**src/rtl/dibit_serializer_pkg.sv**
```systemverilog
// Shared types and constants for the 2-bit transmit datapath.
package dibit_serializer_pkg;

  typedef enum logic [1:0] {
    IDLE  = 2'd0,
    SHIFT = 2'd1,
    GAP   = 2'd2
  } state_t;

  localparam int DIBIT_W = 2;

endpackage

```
**src/rtl/dibit_serializer.sv**
```systemverilog
// Word-to-dibit serializer: accepts DATA_W-bit words on valid/ready and emits
// registered 2-bit dibits MSB first with first/last framing strobes.
module dibit_serializer
  import dibit_serializer_pkg::*;
#(
  parameter int DATA_W     = 8,
  parameter int GAP_CYCLES = 0
) (
  input  logic               sys_clk,
  input  logic               sys_rst,
  input  logic [DATA_W-1:0]  in_data,
  input  logic               in_valid,
  output logic               in_ready,
  output logic [DIBIT_W-1:0] out,
  output logic               out_valid,
  output logic               out_sof,
  output logic               out_eof
);

  localparam int NDIB = DATA_W / 2;
  localparam int CW   = (NDIB > 1) ? $clog2(NDIB) : 1;
  localparam int GW   = (GAP_CYCLES > 0) ? $clog2(GAP_CYCLES + 1) : 1;

  localparam logic [CW-1:0] DIB_LAST   = CW'(NDIB - 1);
  localparam logic [CW-1:0] DIB_PENULT = CW'(NDIB - 2);
  localparam logic [GW-1:0] GAP_LAST   = (GAP_CYCLES > 0) ? GW'(GAP_CYCLES - 1) : '0;

  if (DATA_W < 4 || (DATA_W % 2) != 0) begin : g_bad_width
    $error("dibit_serializer: DATA_W must be even and >= 4");
  end

  state_t            state, state_nxt;
  logic [DATA_W-1:0] shreg;
  logic [CW-1:0]     dib_cnt;
  logic [GW-1:0]     gap_cnt;
  logic              accept;
  logic              last_dib;

  assign last_dib = (dib_cnt == DIB_LAST);

  always_comb begin
    state_nxt = state;
    in_ready  = 1'b0;
    unique case (state)
      IDLE:  in_ready = 1'b1;
      SHIFT: in_ready = last_dib && (GAP_CYCLES == 0);
      GAP:   in_ready = (gap_cnt == GAP_LAST);
      default: in_ready = 1'b0;
    endcase
    if (sys_rst) in_ready = 1'b0;
    accept = in_valid && in_ready;

    unique case (state)
      IDLE: if (accept) state_nxt = SHIFT;
      SHIFT: begin
        if (last_dib) begin
          if (accept)              state_nxt = SHIFT;
          else if (GAP_CYCLES > 0) state_nxt = GAP;
          else                     state_nxt = IDLE;
        end
      end
      GAP: begin
        if (gap_cnt == GAP_LAST) state_nxt = accept ? SHIFT : IDLE;
      end
      default: state_nxt = IDLE;
    endcase
  end

  always_ff @(posedge sys_clk) begin
    if (sys_rst) begin
      state     <= IDLE;
      shreg     <= '0;
      dib_cnt   <= '0;
      gap_cnt   <= '0;
      out       <= '0;
      out_valid <= 1'b0;
      out_sof   <= 1'b0;
      out_eof   <= 1'b0;
    end else begin
      state <= state_nxt;
      if (accept) begin
        shreg     <= in_data;
        out       <= in_data[DATA_W-1 -: DIBIT_W];
        out_valid <= 1'b1;
        out_sof   <= 1'b1;
        out_eof   <= 1'b0;
        dib_cnt   <= '0;
      end else begin
        unique case (state)
          SHIFT: begin
            if (!last_dib) begin
              // shreg keeps the dibit on out at its top, so the next one sits just below
              shreg   <= {shreg[DATA_W-DIBIT_W-1:0], {DIBIT_W{1'b0}}};
              out     <= shreg[DATA_W-DIBIT_W-1 -: DIBIT_W];
              dib_cnt <= dib_cnt + 1'b1;
              out_sof <= 1'b0;
              out_eof <= (dib_cnt == DIB_PENULT);
            end else begin
              out_valid <= 1'b0;
              out_sof   <= 1'b0;
              out_eof   <= 1'b0;
              gap_cnt   <= '0;
            end
          end
          GAP:     gap_cnt <= gap_cnt + 1'b1;
          default: ;
        endcase
      end
    end
  end

endmodule

```
**config.mk**
```make
export PLATFORM = sky130hd
export DESIGN_NAME = dibit_serializer
export DESIGN_NICKNAME = d
export VERILOG_FILES = /design/src/rtl/dibit_serializer_pkg.sv /design/src/rtl/dibit_serializer.sv
export SDC_FILE = /design/constraint.sdc
export NUM_CORES = 1
export LEC_CHECK = 0
export BUFFER_PORTS_ARGS = -buffer_cell sky130_fd_sc_hd__buf_4
export CORE_MARGIN = 2
export CORE_UTILIZATION = 35
export DETAILED_ROUTE_END_ITERATION = 8
export PLACE_DENSITY = 0.58
export SYNTH_ARGS = -nofsm -noshare
export SYNTH_HDL_FRONTEND = slang
export SYNTH_SLANG_ARGS = --single-unit
```
**constraint.sdc**
```tcl
create_clock -name sys_clk -period 2.6 [get_ports sys_clk]
set_input_delay 0.52 -clock sys_clk [delete_from_list [all_inputs] [get_ports sys_clk]]
set_output_delay 0.52 -clock sys_clk [all_outputs]
set_load 0.01 [all_outputs]
```
After elaboration in Yosys (flattened, before gate mapping)

Cells that the tools add are included.

Register bits: 16
Input bits: 11
Word-level logic and storage cells: 52

$add $sub $neg: 2
Equal/unequal tests: 8
Multiplexer cells: 20
Bitwise operators: 3
Reduce and logical (&&, ||, !) cells: 11

Operators with widths:

| operator            | count |
|---|---|
| $mux 6              | 3 |
| $mux 2              | 6 |
| $mux 1              | 8 |
| $ne 2x2->1 const B  | 4 |
| $eq 2x2->1 const B  | 3 |
| $pmux 2 s3          | 1 |
| $reduce_and 2->1    | 3 |
| $reduce_and 3->1    | 2 |
| $reduce_bool 2->1   | 3 |
| $not 1->1           | 3 |
| $pmux 1 s3          | 1 |
| $add 2x1->2 const B | 1 |
| $eq 2x1->1 const B  | 1 |
| $logic_not 2->1     | 1 |
| $pmux 1 s2          | 1 |
| $reduce_or 2->1     | 1 |
| $add 1x1->1 const B | 1 |
| $logic_and 1x1->1   | 1 |

Longest topological paths before layout

Depth in word-level cells: 7
Mapped depth: 5
Mapped depth without buffers: 4

Least setup slack after synthesis

OpenSTA, ideal clock, no wires.

Kind: reg2out
Start: register dib_cnt[1]
End: output in_ready
Arrival time: 944 ps
Setup slack: 1136 ps
Cell stages (with the launch flop): 4
Path buffers: 0
Cells stage by stage: dfxtp_1 > ha_1 > and2b_1 > nor2_1

Longest elaborated chain between the ends: 3

Ends and longest elaborated chain:

| what                     | RTL line               | source |
|---|---|---|
| start: declaration       | dibit_serializer.sv:34 | `logic [CW-1:0] dib_cnt;` |
| start signal: assignment | dibit_serializer.sv:95 | `dib_cnt <= dib_cnt + 1'b1;` |
| $eq 2x2->1               | dibit_serializer.sv:39 | `assign last_dib = (dib_cnt == DIB_LAST);` |
| $pmux 1 s3               | dibit_serializer.sv:44 | `unique case (state)` |
| $mux 1                   | dibit_serializer.sv:50 | `if (sys_rst) in_ready = 1'b0;` |
| end: declaration         | dibit_serializer.sv:13 | `output logic in_ready,` |

Every way passes these cells.

Worst setup path in the final report

Same ends and word-level chain as after synthesis.

==> impl_metrics.env <==
export IMPL_swShare_pct=25.6
export IMPL_worst_pin_slew_ns=0.252
export IMPL_clockBufferDepth=2
export IMPL_cts_num_sinks=14
export IMPL_synth_seq_cells=14
export IMPL_totalWireLength_mm=1.09
export IMPL_finalHoldViolCount=0
export IMPL_syn_num_nets=76
export IMPL_instances_no_fill=105
export IMPL_grt_max_degree=16
export IMPL_hp_start="shreg[3]$_SDFFE_PP0P_"
export IMPL_drive_gt1_share_pct=41.0
export IMPL_grt_pass1_vias=391
export IMPL_synth_edff_count=0
export IMPL_area_growth_syn_to_layout_pct=17.3
export IMPL_dp_hpwl_um=739
export IMPL_track_usage_pct=9.97
export IMPL_p_leak_uw=0.000355
export IMPL_timing_final_ws_setup_ns=0.739
export IMPL_cp_arrival_ns=1.34
export IMPL_vias_per_cell=4.58
export IMPL_fmax_ghz=0.537
export IMPL_placed_cells=102
export IMPL_die_h_um=48.6
export IMPL_crit_path_start="dib_cnt[1]$_SDFFE_PP0P_"
export IMPL_yosysUniqueCellTypes=22
export IMPL_wl_per_cell_um=10.4
export IMPL_status="finished, final reports clean"
export IMPL_vias=481
export IMPL_rows=16
export IMPL_setup_tns_final_ns=0
export IMPL_post_route_drc_count=0
export IMPL_grt_overflow_total=0
export IMPL_skew_ns=0.00577
export IMPL_power_density_mw_per_mm2=532
export IMPL_cts_repair_resized=0
export IMPL_min_period_over_period_pct=71.6
export IMPL_fp_dieW_um=48.6
export IMPL_cts_buffers=3
export IMPL_fin_crit_ns=1.86
export IMPL_switching_power_uw=111
export IMPL_worstSetupPathType="reg2out"
export IMPL_max_slew_margin_pct=83.2
export IMPL_ys_warnings_count=0
export IMPL_dr_pass1_iters=4
export IMPL_cts_root_buf="clkbuf_4"
export IMPL_crit_path_start_kind="flip-flop"
export IMPL_p_int_uw=323
export IMPL_cp_required_ns=2.08
export IMPL_synthTopCellsByArea="dfxtp_1, mux2i_1, a211oi_2"
export IMPL_synth_most_common_cell="dfxtp_1"
export IMPL_vdd_drop_max_uv=250
export IMPL_ys_flop_type="dfxtp_1"
export IMPL_ys_seq_area_share_pct=40.3
export IMPL_yosys_area_top_type="dfxtp_1"
export IMPL_grt_pass1_wl_mm=1.76
export IMPL_finalSetupViolations=0
export IMPL_totalPowerFinal_uw=434
export IMPL_seqPwrFrac_pct=55.1
export IMPL_pre_cts_ws_ns=1.03
export IMPL_syn_area_um2=696
export IMPL_num_antenna_cells=0
export IMPL_dieArea_mm2=0.00236
export IMPL_antenna_left=0
export IMPL_slew_viol_final=0
export IMPL_antenna_found_initial=0
export IMPL_async_reset_ff_share_pct=0
export IMPL_rsz0062_at_grt="no"
export IMPL_io_pins=17
export IMPL_path_clk_slew_ns=0.08
export IMPL_ys_top_cells_by_count="dfxtp_1, mux2i_1, nor2_1"
export IMPL_cts_tree="done"
export IMPL_cp_max_fo=5
export IMPL_start_util_pct=36.2
export IMPL_gp_congestion=0.687
export IMPL_synth_area_per_cell_um2=11.0
export IMPL_ctsHoldBuffers=0
export IMPL_htree_levels=1
export IMPL_p_comb_share_pct=17.8
export IMPL_worstSkewPairLatency_ns=0.27
export IMPL_core_mm2=0.00192
export IMPL_min_path_type="reg2reg"
export IMPL_fin_hold_ws_ns=0.508
export IMPL_fin_nets=93
export IMPL_r2r_start="dib_cnt[1]$_SDFFE_PP0P_"
export IMPL_drt_iter0_drc=4
export IMPL_synthCells=63
export IMPL_end_kind="output pin"
export IMPL_io_buffers=16
export IMPL_pwr_share_clk_pct=27.2
export IMPL_postCtsSetupBuffers=0
export IMPL_maxCapViolCount=0
export IMPL_yosysTopAreaCellShare_pct=40.3
[power by group through the flow]
stage	clock, uW	combinational (uW)	sequential (uW)
final	118	77.2	239
after global routing	133	84.0	241
after CTS	125	78.4	239
after detailed placement	0	78.2	245
after global placement	0	77.7	244
after floorplan	0	57.8	245
[routing by layer]
layer  vias to the layer above  global-route usage [%]  wire length [um]
met3                         2                    3.70                61
li1                        255                       -                 -
met1                       213                    12.6               537
met2                        11                    13.9               472
met4                         0                    7.14                17
met5                         -                       0                 0
[logic make-up after synthesis]
| group | synth area share (%) |
|---|---|
| mux | 13.0 |
| simple gates | 18.5 |
| flops | 40.3 |
| compound gates | 16.0 |
| buf+inv | 8.63 |
| fa+ha+maj | 3.60 |
[cell usage in the layout (no fill, tap or decap), drive strengths merged]
master  synthesis  routed
o21bai          1       1
nand2b          3       3
nor2           12      12
inv             1       1
nor3            2       2
nand3b          1       1
nand2           1       1
dfxtp          14      14
a31oi           1       1
a311oi          1       1
nor3b           1       1
a21oi           2       2
ha              2       2
clkbuf          0       3
a211oi          6       6
and2b           2       2
mux2i           9       9
buf             4      16
[path summary, 6_finish.rpt]
kind	slack [ns]	endpoint	cells after the start
setup reg to reg	1.35	dib_cnt[0]$_SDFFE_PP0P_	4
hold / removal	0.51	shreg[5]$_SDFFE_PP0P_	2
setup / recovery	0.74	in_ready	4
hold reg to reg	0.51	shreg[5]$_SDFFE_PP0P_	2
[flip-flops by register name (all words and copies together) (netlist names)]
name and flops:
shreg 6, dib_cnt 2, out 2, out_eof 1, out_sof 1, out_valid 1
state 1
[per-stage QoR]
stage          util (%)  area (um2)
2_1_floorplan         -         696
3_3_place_gp       41.3         793
3_5_place_dp       41.3         793
4_1_cts            42.4         816
5_1_grt            42.4         816
6_report           42.4         816
[final cells by class]
class / instances / area (um2)
repair buffers: 16 / 120
clock buffers: 3 / 22.5
inverters: 1 / 3.75
fillers: 199 / 1110
well taps: 27 / 33.8
flip-flops and latches: 14 / 280
multi-input cells: 44 / 355
[critical path, cell delays in order, from the launching register on]
cell and delay (ns):
dfxtp_1 0.37, ha_1 0.22, and2b_1 0.25, nor2_1 0.10, buf_4 0.12
(Power assumes the default switching activity.)
